<file path="config.mk">
export PLATFORM = sky130hd
export DESIGN_NAME = cmos_capture_565
export DESIGN_NICKNAME = d
export VERILOG_FILES = /design/src/rtl/cmos_capture_565_pkg.sv /design/src/rtl/cmos_byte_pack.sv /design/src/rtl/cmos_capture_565.sv
export SDC_FILE = /design/constraint.sdc
export NUM_CORES = 1
export LEC_CHECK = 0
export ABC_AREA = 1
export CAP_MARGIN = 20
export CORE_ASPECT_RATIO = 0.7
export CORE_MARGIN = 5
export CORE_UTILIZATION = 51
export DETAILED_ROUTE_END_ITERATION = 6
export GPL_TIMING_DRIVEN = 0
export PLACE_DENSITY_LB_ADDON = 0.08
export SLEW_MARGIN = 0
export SYNTH_ARGS = -nofsm -noshare
export SYNTH_HDL_FRONTEND = slang
export SYNTH_SLANG_ARGS = --single-unit
</file>
<file path="constraint.sdc">
create_clock -name clk -period 1.8 [get_ports clk]
set_input_delay 0.27 -clock clk [delete_from_list [all_inputs] [get_ports clk]]
set_output_delay 0.27 -clock clk [all_outputs]
set_load 0.02 [all_outputs]
</file>
<file path="src/rtl/cmos_capture_565_pkg.sv">
// Shared video geometry defaults and capture FSM encodings for the DVP
// capture path.
package cmos_capture_565_pkg;

  localparam int VID_H_ACTIVE     = 640;
  localparam int VID_V_ACTIVE     = 480;
  localparam int CMOS_SKIP_FRAMES = 10;

  localparam logic [1:0] ST_WAIT_VS_ENC  = 2'd0;
  localparam logic [1:0] ST_SKIP_ENC     = 2'd1;
  localparam logic [1:0] ST_CAPTURE_ENC  = 2'd2;

  typedef enum logic [1:0] {
    ST_WAIT_VS = ST_WAIT_VS_ENC,
    ST_SKIP    = ST_SKIP_ENC,
    ST_CAPTURE = ST_CAPTURE_ENC
  } cap_state_t;

  // Skip counter must hold SKIP_FRAMES itself; never collapse to zero width.
  function automatic int skip_cnt_w(input int n);
    return (n > 0) ? $clog2(n + 1) : 1;
  endfunction

endpackage

</file>
<file path="src/rtl/cmos_byte_pack.sv">
// Pairs sensor bytes into 16-bit pixels and counts words per line,
// saturating the column count at H_ACTIVE.
module cmos_byte_pack
  import cmos_capture_565_pkg::*;
#(
  parameter int H_ACTIVE      = VID_H_ACTIVE,
  parameter bit HI_BYTE_FIRST = 1'b1
) (
  input  logic        clk,
  input  logic        rst_n,
  input  logic [7:0]  i_data,
  input  logic        i_href,
  input  logic        i_clear,
  output logic [15:0] o_word,
  output logic        o_word_valid,
  output logic [15:0] o_x,
  output logic        o_phase
);

  localparam logic [15:0] H_LIM = 16'(H_ACTIVE);

  logic        r_phase;
  logic [7:0]  r_byte;
  logic [15:0] r_word;
  logic [15:0] r_x;
  logic        r_valid;

  always_ff @(posedge clk or negedge rst_n) begin
    if (!rst_n) begin
      r_phase <= 1'b0;
      r_byte  <= '0;
      r_word  <= '0;
      r_x     <= '0;
      r_valid <= 1'b0;
    end else begin
      r_valid <= 1'b0;
      if (i_clear) begin
        r_phase <= 1'b0;
        r_x     <= '0;
      end else if (i_href) begin
        if (!r_phase) begin
          r_byte  <= i_data;
          r_phase <= 1'b1;
        end else begin
          r_phase <= 1'b0;
          // Words past the line width are dropped; wr_data holds the last pixel.
          if (r_x < H_LIM) begin
            r_word  <= HI_BYTE_FIRST ? {r_byte, i_data} : {i_data, r_byte};
            r_valid <= 1'b1;
            r_x     <= r_x + 16'd1;
          end
        end
      end
    end
  end

  assign o_word       = r_word;
  assign o_word_valid = r_valid;
  assign o_x          = r_x;
  assign o_phase      = r_phase;

endmodule

</file>
<file path="src/rtl/cmos_capture_565.sv">
// DVP sensor capture: skips settling frames, crops to H_ACTIVE x V_ACTIVE and
// writes RGB565 words plus frame markers to the frame buffer write port.
module cmos_capture_565
  import cmos_capture_565_pkg::*;
#(
  parameter int H_ACTIVE       = VID_H_ACTIVE,
  parameter int V_ACTIVE       = VID_V_ACTIVE,
  parameter int SKIP_FRAMES    = CMOS_SKIP_FRAMES,
  parameter bit VSYNC_ACT_HIGH = 1'b1,
  parameter bit HI_BYTE_FIRST  = 1'b1
) (
  input  logic        clk,
  input  logic        rst_n,
  input  logic        cmos_vsync,
  input  logic        cmos_href,
  input  logic [7:0]  cmos_data,
  output logic        wr_en,
  output logic [15:0] wr_data,
  output logic        wr_frame_sync,
  output logic        frame_error
);

  localparam int             SKW      = skip_cnt_w(SKIP_FRAMES);
  localparam logic [SKW-1:0] SKIP_LIM = SKW'(SKIP_FRAMES);
  localparam logic [15:0]    H_LIM    = 16'(H_ACTIVE);
  localparam logic [15:0]    V_LIM    = 16'(V_ACTIVE);
  localparam logic           VS_IDLE  = ~VSYNC_ACT_HIGH;

  logic           r_vs1, r_vs2, r_href1, r_href2;
  logic [7:0]     r_data1;
  cap_state_t     r_state, w_state_next;
  logic [SKW-1:0] r_skip_cnt;
  logic [15:0]    r_y, w_y_closed;
  logic           r_err, w_err_closed;

  logic           w_vs_act1, w_vs_act2, w_frame_start, w_frame_end;
  logic           w_capture, w_href_fall, w_line_close, w_start_cap;
  logic [15:0]    w_word, w_x;
  logic           w_word_valid, w_phase;

  // Sync registers idle at the blanking-inactive level so reset creates no edge.
  always_ff @(posedge clk or negedge rst_n) begin
    if (!rst_n) begin
      r_vs1   <= VS_IDLE;
      r_vs2   <= VS_IDLE;
      r_href1 <= 1'b0;
      r_href2 <= 1'b0;
      r_data1 <= '0;
    end else begin
      r_vs1   <= cmos_vsync;
      r_vs2   <= r_vs1;
      r_href1 <= cmos_href;
      r_href2 <= r_href1;
      r_data1 <= cmos_data;
    end
  end

  assign w_vs_act1     = (r_vs1 == VSYNC_ACT_HIGH);
  assign w_vs_act2     = (r_vs2 == VSYNC_ACT_HIGH);
  assign w_frame_start = w_vs_act2 & ~w_vs_act1;
  assign w_frame_end   = ~w_vs_act2 & w_vs_act1;
  assign w_capture     = (r_state == ST_CAPTURE);
  assign w_href_fall   = r_href2 & ~r_href1;
  // A vsync arriving mid-line closes that line before the frame is judged.
  assign w_line_close  = w_capture & (w_href_fall | (w_frame_end & r_href1));
  assign w_start_cap   = w_frame_start & (w_state_next == ST_CAPTURE);

  always_comb begin
    w_state_next = r_state;
    case (r_state)
      ST_WAIT_VS: if (w_frame_start) w_state_next = (SKIP_FRAMES == 0) ? ST_CAPTURE : ST_SKIP;
      ST_SKIP:    if (w_frame_start && (r_skip_cnt >= SKIP_LIM)) w_state_next = ST_CAPTURE;
      ST_CAPTURE: w_state_next = ST_CAPTURE;
      default:    w_state_next = ST_WAIT_VS;
    endcase
  end

  always_comb begin
    w_y_closed   = r_y;
    w_err_closed = r_err;
    if (w_line_close) begin
      if ((w_x != '0) && (r_y < V_LIM)) w_y_closed = r_y + 16'd1;
      if (w_phase || ((w_x != '0) && (w_x < H_LIM))) w_err_closed = 1'b1;
    end
  end

  always_ff @(posedge clk or negedge rst_n) begin
    if (!rst_n) begin
      r_state    <= ST_WAIT_VS;
      r_skip_cnt <= '0;
      r_y        <= '0;
      r_err      <= 1'b0;
    end else begin
      r_state <= w_state_next;
      if ((r_state == ST_SKIP) && w_frame_end && (r_skip_cnt < SKIP_LIM))
        r_skip_cnt <= r_skip_cnt + SKW'(1);
      r_y   <= w_start_cap ? 16'd0 : w_y_closed;
      r_err <= (w_capture & w_frame_end) ? 1'b0 : w_err_closed;
    end
  end

  cmos_byte_pack #(
    .H_ACTIVE      (H_ACTIVE),
    .HI_BYTE_FIRST (HI_BYTE_FIRST)
  ) u_pack (
    .clk          (clk),
    .rst_n        (rst_n),
    .i_data       (r_data1),
    .i_href       (w_capture & r_href1 & ~w_vs_act1),
    .i_clear      (w_start_cap | w_line_close),
    .o_word       (w_word),
    .o_word_valid (w_word_valid),
    .o_x          (w_x),
    .o_phase      (w_phase)
  );

  assign wr_en         = w_word_valid & w_capture & (r_y < V_LIM);
  assign wr_data       = w_word;
  assign wr_frame_sync = w_start_cap;
  assign frame_error   = w_capture & w_frame_end & (w_err_closed | (w_y_closed != V_LIM));

endmodule

</file>
==> impl_metrics.json, run 1 <==
{
  "synth_most_common_cell": "nand2_1",
  "grt_max_degree": 70,
  "cts_tree": "done",
  "cts_buffers": 9,
  "async_flop_share": 1.00,
  "crit_type": "register to output pin",
  "reg2reg_depth": 9,
  "outcome": "finished, violations left",
  "critPathMaxFanout": 5,
  "stdcell_count": 583,
  "clock_path_buffers": 2,
  "post_route_cells_drive_above_1_share": 0.339,
  "p_seq_frac": 0.484,
  "final_antenna_net_count": 0,
  "area_delta_synth_final_pct": 42.6,
  "required_ns": 1.53,
  "synth_area_um2": 3440,
  "rows": 25,
  "numClockSinks": 77,
  "yosysTopAreaCell": "dfrtp_1",
  "synth_cell_types": 32,
  "synthCells": 393,
  "dp.cells": 518,
  "ys_ff_latch": 77,
  "hp-class": "input pin to asynchronous set/reset pin",
  "setup_viol": 20,
  "met3WireLength_um": 563,
  "dieWidth_um": 108,
  "top_layer": "met4",
  "finalWirelength_um": 8270,
  "ys_warn_count": 0,
  "syn_nets": 410,
  "grt_first_pass_wirelength_um": 13800,
  "grt_use_total": 0.212,
  "violations": "negative setup slack",
  "yosys-top-cells-area": "dfrtp_1 56%, nand2_1 12%, nor2_1 6.0%",
  "critPathCapture": "frame_error",
  "final.setup_skew_ns": 0.00662,
  "p_sw_mw": 1.10,
  "intPower_mw": 2.93,
  "period_minus_slack_ns": 2.45,
  "vdd_drop_max_v": 0.000664,
  "p_leak_nw": 2.47,
  "num-nets-final": 501,
  "hold_viol_final": 0,
  "wl_met2_um": 3850,
  "drt_iter0_drc": 120,
  "arrival_ns": 2.18,
  "hpwl_um": 4690,
  "core_um2": 6660,
  "synth_top_area_share": 0.561,
  "root_buffer": "clkbuf_8",
  "reg2reg_from": "r_skip_cnt[1]",
  "pre_cts_slack_ns": -0.890,
  "fin_crit_sh": 1.36,
  "crit_path_end_kind": "output pin",
  "drt_first_pass_iters": 4,
  "grt_pass1_vias": 2966,
  "grt_overflow": 0,
  "numPortBuffers": 30,
  "drc_errors": 0,
  "crit_path_start_kind": "register",
  "die-area_um2": 8510,
  "maxCapViolations": 0,
  "ys.flop_type": "dfrtp_1",
  "combPwrFrac": 0.148,
  "start_util": 0.516,
  "ioPinCount": 31,
  "antenna_found_initial": 0,
  "r2r-end": "u_pack.o_word[11]",
  "synth_enable_flop_cells": 0,
  "power.share.clock": 0.368,
  "routed-via-count": 2885,
  "reg2reg_slack_ns": -0.06,
  "gp_congestion": 0.821,
  "viasPerCell": 4.95,
  "wl_per_cell_um": 14.2,
  "clock.fmax_mhz": 408,
  "slew_headroom": 0.768,
  "diodes": 0,
  "clk_pin_slew_ns": 0.08,
  "die_h_um": 78.7,
  "worst_slack_ns": -0.649,
  "syn_avg_cell_area_um2": 8.75,
  "synth_seq_area_share": 0.561,
  "worst_skew_pair.late_latency_ns": 0.35,
  "powerDensity_nw_per_um2": 823,
  "cts-htree-levels": 3,
  "rsz0062_at_grt": "yes",
  "final_max_slew_viol_count": 0,
  "synthTopCellsByCount": "107 x nand2_1, 77 x dfrtp_1, 55 x nor2_1",
  "startpoint": "u_pack.o_x[1]",
  "p_sw_frac": 0.272,
  "wl_met1_um": 3670,
  "worstMarginPinSlew_ns": 0.348
}
==> critical path, stage by stage (launching register included) <==
cell and delay, ns:
dfrtp_1 0.39, inv_1 0.06, ha_2 0.17, nand2_2 0.06, nor2_2 0.12, nand2_2 0.09
buf_6 0.14, nand3_1 0.08, nand2_1 0.07, nand2_1 0.08, nand3_1 0.07, nor2_1 0.13
nand2_1 0.08, nor2_2 0.12, nor2_2 0.04, buf_6 0.12
==> cell families (layout without fill, tap and decap cells) <==
| kind of cell | count (synthesis) | count (layout) | share of synthesized area |
|---|---|---|---|
| AND/OR/NAND/NOR | 209 | 209 | 0.271 |
| flip-flops | 77 | 77 | 0.561 |
| buffers and inverters | 64 | 160 | 0.0768 |
| AO/OA/AOI/OAI | 33 | 33 | 0.0608 |
| adder cells (fa/ha/maj) | 5 | 5 | 0.0182 |
| XOR/XNOR | 5 | 5 | 0.0127 |
==> timing repair <==
| item | in CTS | in global routing |
|---|---|---|
| cloned | 2 | 3 |
| pin swaps | 20 | 23 |
| hold buffers | 1 | 0 |
| endpoints found under the hold margin | 8 | 0 |
| gates resized for setup | 87 | 54 |
| endpoints found under the setup margin | 47 | 40 |
| buffers inserted | 53 | 8 |
==> registers in the layout, indices dropped and copies added (netlist names) <==
register	cells
r_href2	1
u_pack.o_word	16
r_skip_cnt	4
u_pack.o_x	16
r_y	16
r_data1	8
r_vs1	1
r_state	2
u_pack.o_phase	1
r_err	1
u_pack.o_word_valid	1
r_href1	1
r_vs2	1
u_pack.r_byte	8
==> final cells by class <==
cell class / instances / area, um2
fill: 485 / 1760
buffer: 6 / 76.3
multi-input combinational: 252 / 1510
clock buffer: 9 / 124
sequential: 77 / 1930
timing repair buffer: 80 / 798
timing repair inverter: 1 / 5.00
tap: 94 / 118
clock inverter: 7 / 105
inverter: 57 / 231
==> cell usage in the layout, fill, tap and decap left out, types with 3 or more instances in the layout <==
cell / n
nand2_1: 76
dfrtp_1: 75
clkdlybuf4s50_1: 26
buf_6: 23
o21ai_2: 14
inv_1: 43
clkbuf_8: 9
nor2_4: 5
nand2_2: 28
inv_6: 3
o21ai_0: 4
nor2_2: 6
buf_4: 31
xor2_1: 3
nand3_1: 18
a21oi_1: 4
and3_1: 3
o21ai_1: 6
ha_1: 3
nand4_1: 9
inv_2: 11
nand2_4: 6
nor2_1: 45
==> power groups by stage <==
stage          clock, mW  sequential (mW)  combinational, mW
2_1_floorplan          0             1.95              0.238
3_3_place_gp           0             1.97              0.345
3_5_place_dp           0             1.97              0.362
4_1_cts             1.54             1.94              0.511
5_1_grt             1.62             1.96              0.672
6_report            1.48             1.95              0.597
==> per-layer routing <==
layer	GRT usage	vias to the layer above
li1	-	1407
met1	0.287	1369
met2	0.309	89
met3	0.0756	20
met4	0.0883	0
met5	0	-
==> per-stage QoR <==
stage / power, mW / setup TNS (ns) / cell area [um2] / util / hold slack (ns)
2_1_floorplan: 2.19 / -0.0533 / 3460 / - / -0.0256
3_3_place_gp: 2.31 / -186.17 / 3870 / 0.582 / 0.409
3_5_place_dp: 2.33 / -5.97 / 3900 / 0.585 / 0.111
4_1_cts: 3.99 / -1.29 / 4660 / 0.700 / 0.265
5_1_grt: 4.25 / -4.06 / 4900 / 0.735 / 0.276
6_report: 4.03 / -1.74 / 4900 / 0.735 / 0.279
==> how the worst min path moves through the flow <==
| stage | startpoint | end | slack (ns) |
|---|---|---|---|
| 2_1_floorplan | rst_n | r_data1[0] | -0.03 |
| 3_3_place_gp | r_href1 | r_href2 | 0.41 |
| 3_5_place_dp | rst_n | u_pack.o_x[10] | 0.11 |
| 4_1_cts | rst_n | u_pack.o_x[10] | 0.26 |
| 5_1_grt | rst_n | r_y[6] | 0.28 |
| 6_report | rst_n | r_y[4] | 0.28 |
(Power assumes the default switching activity.)
==> run 2: changes to the inputs <==
--- a/config.mk
+++ b/config.mk
@@ -9,7 +9,8 @@
 export CAP_MARGIN = 20
 export CORE_ASPECT_RATIO = 0.7
 export CORE_MARGIN = 5
-export CORE_UTILIZATION = 51
+export CORE_UTILIZATION = 61
+export CTS_BUF_LIST = sky130_fd_sc_hd__clkbuf_16
 export DETAILED_ROUTE_END_ITERATION = 6
 export GPL_TIMING_DRIVEN = 0
 export PLACE_DENSITY_LB_ADDON = 0.08
==> constraint.sdc (replaced) <==
create_clock -name clk -period 3.2 [get_ports clk]
set_input_delay 0.48 -clock clk [delete_from_list [all_inputs] [get_ports clk]]
set_output_delay 0.48 -clock clk [all_outputs]
set_load 0.02 [all_outputs]
==> impl_metrics.json, run 2 (synthesized netlist as in run 1, its figures left out) <==
{
  "outcome": "completed",
  "worstMarginPinSlew_ns": 0.376,
  "antenna_found_initial": 0,
  "cts_tree": "done",
  "mostFrequentLayoutCells": "107 x nand2_1, 76 x dfrtp_1, 54 x nor2_1",
  "hold_viol_final": 0,
  "whs_ns": 0.0556,
  "powerDensity_nw_per_um2": 551,
  "clk_pin_slew_ns": 0.06,
  "core_um2": 5340,
  "num-nets-final": 453,
  "cp_slowest_cell": "dfrtp_2",
  "crit_type": "register to output pin",
  "die-area_um2": 7260,
  "final.setup_skew_ns": 0.00675,
  "grt_first_pass_wirelength_um": 13000,
  "rows": 22,
  "crit_path_start_kind": "register",
  "setup_viol": 0,
  "setup_tns_ns": 0,
  "worst_slack_ns": 0.325,
  "cts_hold_repair.buffers": 0,
  "crit_chain": "inv_1, ha_1, nand2_1, nor2_1, nand2_1, buf_4, nand2_1, nand2_1, a21oi_2, nand3_1, nor2_1, nand2_1, nor2_1, nor2_1, clkbuf_2",
  "routed-via-count": 2705,
  "hp-class": "input pin to asynchronous set/reset pin",
  "area_delta_synth_final_pct": 21.1,
  "pre_cts_slack_ns": 0.278,
  "post_route_cells_drive_above_1_share": 0.125,
  "period_minus_slack_ns": 2.87,
  "placed_cell_area_um2": 3850,
  "ioPinCount": 31,
  "start_util": 0.644,
  "die_h_um": 72.8,
  "fin_crit_sh": 0.898,
  "fin_area_um2": 4160,
  "dp.cells": 496,
  "root_buffer": "clkbuf_16",
  "finalWirelength_um": 7380,
  "stdcell_count": 513,
  "grt_overflow": 0,
  "diodes": 0,
  "dieWidth_um": 99.7,
  "grt_max_degree": 55,
  "worst_skew_pair.late_latency_ns": 0.33,
  "drt_iter0_drc": 148,
  "crit_path_frequent_cell": "nand2_1",
  "cts_buffers": 9,
  "final_max_slew_viol_count": 0,
  "grt_pass1_vias": 2778,
  "power_mw": 2.29,
  "vdd_drop_max_v": 0.000374,
  "numPortBuffers": 30,
  "maxCapViolations": 0,
  "p_leak_nw": 2.16,
  "max_stage_delay_ns": 0.45,
  "numClockSinks": 77,
  "slew_headroom": 0.746,
  "rsz0062_at_grt": "no",
  "required_ns": 2.72,
  "hpwl_um": 4930,
  "nFillCells": 371,
  "clock.fmax_mhz": 348,
  "viasPerCell": 5.27,
  "crit_path_end_kind": "output pin",
  "wl_per_cell_um": 14.4,
  "drc_errors": 0,
  "reg2reg_slack_ns": 1.19,
  "layout_commonest_cell": "nand2_1",
  "grt_use_total": 0.229,
  "clock_path_buffers": 2,
  "utilization": 0.779,
  "critPathMaxFanout": 10,
  "final_antenna_net_count": 0,
  "gp_congestion": 0.805,
  "cts-htree-levels": 3,
  "drt_first_pass_iters": 4,
  "arrival_ns": 2.39
}
-- run 2: cell types whose count changed in the layout (fill, tap and decap cells not counted), sizes merged --
cell	change
clkinvlp	-1
clkinv	+1
buf	-47
dlymetal6s2s	+1
clkdlybuf4s50	+1
bufinv	-1
clkbuf	-1
dlygate4sd3	-1
-- run 2: area by class of cell --
class	instances	area [um2]	area share
repair buffers	32	330	0.0794
multi-input cells	252	1250	0.302
flip-flops and latches	77	1930	0.463
clock inverters	7	66.3	0.0159
clock buffers	9	225	0.0541
plain buffers	7	52.6	0.0126
well taps	72	90.1	0.0216
inverters	57	214	0.0514
-- run 2: path summary, 6_finish.rpt --
kind,endpoint,startpoint,cells past startpoint
worst min register to register,r_href2,r_href1,0
worst max-delay path,frame_error,u_pack.o_x[0],15
worst max register to register,u_pack.o_x[7],r_skip_cnt[0],10
min in group clk,r_href2,r_href1,0
max in group asynchronous,u_pack.o_x[0],rst_n,2
worst min-delay path,r_skip_cnt[0],rst_n,1
-- run 2: layer usage --
layer,track usage,share of wire,vias to the layer above
met5,0,0,-
met4,0.0485,0.011,0
met3,0.0716,0.055,10
met2,0.377,0.48,78
met1,0.302,0.46,1304
li1,-,-,1313
-- run 2: timing repair --
| item | CTS | global route |
|---|---|---|
| resized for setup | 1 | 9 |
| pin swaps | 0 | 1 |
| setup endpoints to repair | 1 | 2 |
| setup buffers | 0 | 1 |
| gates cloned | 0 | 0 |
-- run 2: power breakdown --
group          switching, mW  internal [mW]  total (mW)
combinational          0.131         0.0792       0.210
sequential            0.0558           1.04        1.10
clock                  0.389          0.600       0.989
-- run 2: critical path, delay by kind of cell, from the launching register on --
kind                     cells  cell delay (ns)
AO/OA/AOI/OAI                1             0.19
adder cells (fa/ha/maj)      1             0.15
buffers and inverters        3             0.44
flip-flops                   1             0.45
AND/OR/NAND/NOR             10             0.85
==> run 3: changes to the inputs <==
--- a/config.mk
+++ b/config.mk
@@ -7,7 +7,6 @@
 export LEC_CHECK = 0
 export ABC_AREA = 1
 export CAP_MARGIN = 20
-export CORE_ASPECT_RATIO = 0.7
 export CORE_MARGIN = 5
 export CORE_UTILIZATION = 61
 export CTS_BUF_LIST = sky130_fd_sc_hd__clkbuf_16
==> impl_metrics.json, run 3 (synthesized netlist as in run 1, its figures left out) <==
{
  "dieWidth_um": 85.1,
  "reg2reg_slack_ns": 1.18,
  "routed-via-count": 2647,
  "num-nets-final": 452,
  "period_minus_slack_ns": 3.03,
  "wl_per_cell_um": 13.8,
  "drt_iter0_drc": 173,
  "critPathCapture": "wr_frame_sync",
  "gp_congestion": 0.829,
  "antenna_found_initial": 0,
  "start_util": 0.624,
  "clk_pin_slew_ns": 0.06,
  "numPortBuffers": 30,
  "grt_pass1_vias": 2768,
  "r2r-end": "u_pack.r_byte[6]",
  "fin_crit_sh": 0.946,
  "layout_commonest_cell": "nand2_1",
  "grt_first_pass_wirelength_um": 12400,
  "post_route_cells_drive_above_1_share": 0.118,
  "numClockSinks": 77,
  "grt_max_degree": 60,
  "nFillCells": 402,
  "pre_cts_slack_ns": 0.382,
  "hpwl_um": 4610,
  "worst_skew_pair.late_latency_ns": 0.33,
  "drt_first_pass_iters": 4,
  "clock.fmax_mhz": 330,
  "viasPerCell": 5.17,
  "crit_type": "register to output pin",
  "rows": 27,
  "finalWirelength_um": 7070,
  "vdd_drop_max_v": 0.000410,
  "whs_ns": 0.0184,
  "setup_tns_ns": 0,
  "cts-htree-levels": 3,
  "clock_path_buffers": 2,
  "final_antenna_net_count": 0,
  "mostFrequentLayoutCells": "107 x nand2_1, 76 x dfrtp_1, 55 x nor2_1",
  "drc_errors": 0,
  "hp-class": "input pin to asynchronous set/reset pin",
  "cts_hold_repair.buffers": 0,
  "grt_overflow": 0,
  "setup_viol": 0,
  "slew_headroom": 0.743,
  "p_leak_nw": 2.11,
  "hold_viol_final": 0,
  "reg2reg_from": "r_skip_cnt[0]",
  "final_max_slew_viol_count": 0,
  "final.setup_skew_ns": 0.00687,
  "power_mw": 2.22,
  "crit_path_start_kind": "register",
  "outcome": "completed",
  "critPathMaxFanout": 10,
  "worst_slack_ns": 0.173,
  "die-area_um2": 7240,
  "cts_buffers": 9,
  "grt_use_total": 0.218,
  "crit_path_end_kind": "output pin",
  "reg2reg_depth": 9,
  "area_delta_synth_final_pct": 20.2,
  "arrival_ns": 2.55,
  "cts_tree": "done",
  "die_h_um": 85.1,
  "root_buffer": "clkbuf_16",
  "core_um2": 5510,
  "worstMarginPinSlew_ns": 0.380,
  "powerDensity_nw_per_um2": 537,
  "diodes": 0,
  "maxCapViolations": 0,
  "startpoint": "r_vs1",
  "ioPinCount": 31,
  "required_ns": 2.72,
  "utilization": 0.750
}
-- run 3: worst min path at each step --
stage,from,to,slack (ns),cells after the start
after floorplan,rst_n,r_data1[0],0.18,0
after global placement,r_href1,r_href2,0.41,0
after detailed placement,rst_n,u_pack.o_x[8],0.37,1
after CTS,rst_n,u_pack.o_x[8],0.02,1
after global routing,rst_n,u_pack.o_x[8],0.03,1
final,rst_n,u_pack.o_x[9],0.02,1
-- run 3: worst max-delay path, cell delays in order, from the launching register on --
cell and delay [ns]:
dfrtp_1 0.43, nor2_1 0.23, o311ai_1 0.18, o21ai_2 0.17
nand2_2 0.14, inv_2 0.18, buf_2 0.24, clkdlybuf4s50_1 0.63
-- run 3: area by class of cell --
class                   instances  area, um2  share of cell area
multi-input cells             252       1250               0.304
clock buffers                   9        225              0.0545
plain buffers                   7       52.6              0.0127
repair buffers                 31        324              0.0784
inverters                      57        214              0.0518
flip-flops and latches         77       1930               0.467
clock inverters                 7       42.5              0.0103
well taps                      72       90.1              0.0218
-- run 3: routing by layer --
layer	global-route usage	up-vias	share of wire
met4	0.0935	0	0.018
met1	0.276	1278	0.45
met5	0	-	0
li1	-	1314	-
met3	0.0417	11	0.033
met2	0.367	44	0.50
-- run 3: power breakdown --
part	internal, mW	total [mW]	switching [mW]
Combinational	0.0793	0.209	0.129
Clock	0.519	0.916	0.397
Sequential	1.04	1.09	0.0553
Total	1.64	2.22	0.581
-- run 3: what timing repair did --
action | CTS | global route
setup buffers | 0 | 0
endpoints found under the setup margin | 1 | 1
resized for setup | 1 | 4
-- run 3: metrics by stage --
step           area (um2)  std cells
2_1_floorplan        3440        393
3_3_place_gp         3830        495
3_5_place_dp         3850        496
4_1_cts              4120        512
5_1_grt              4130        512
6_report             4130        512
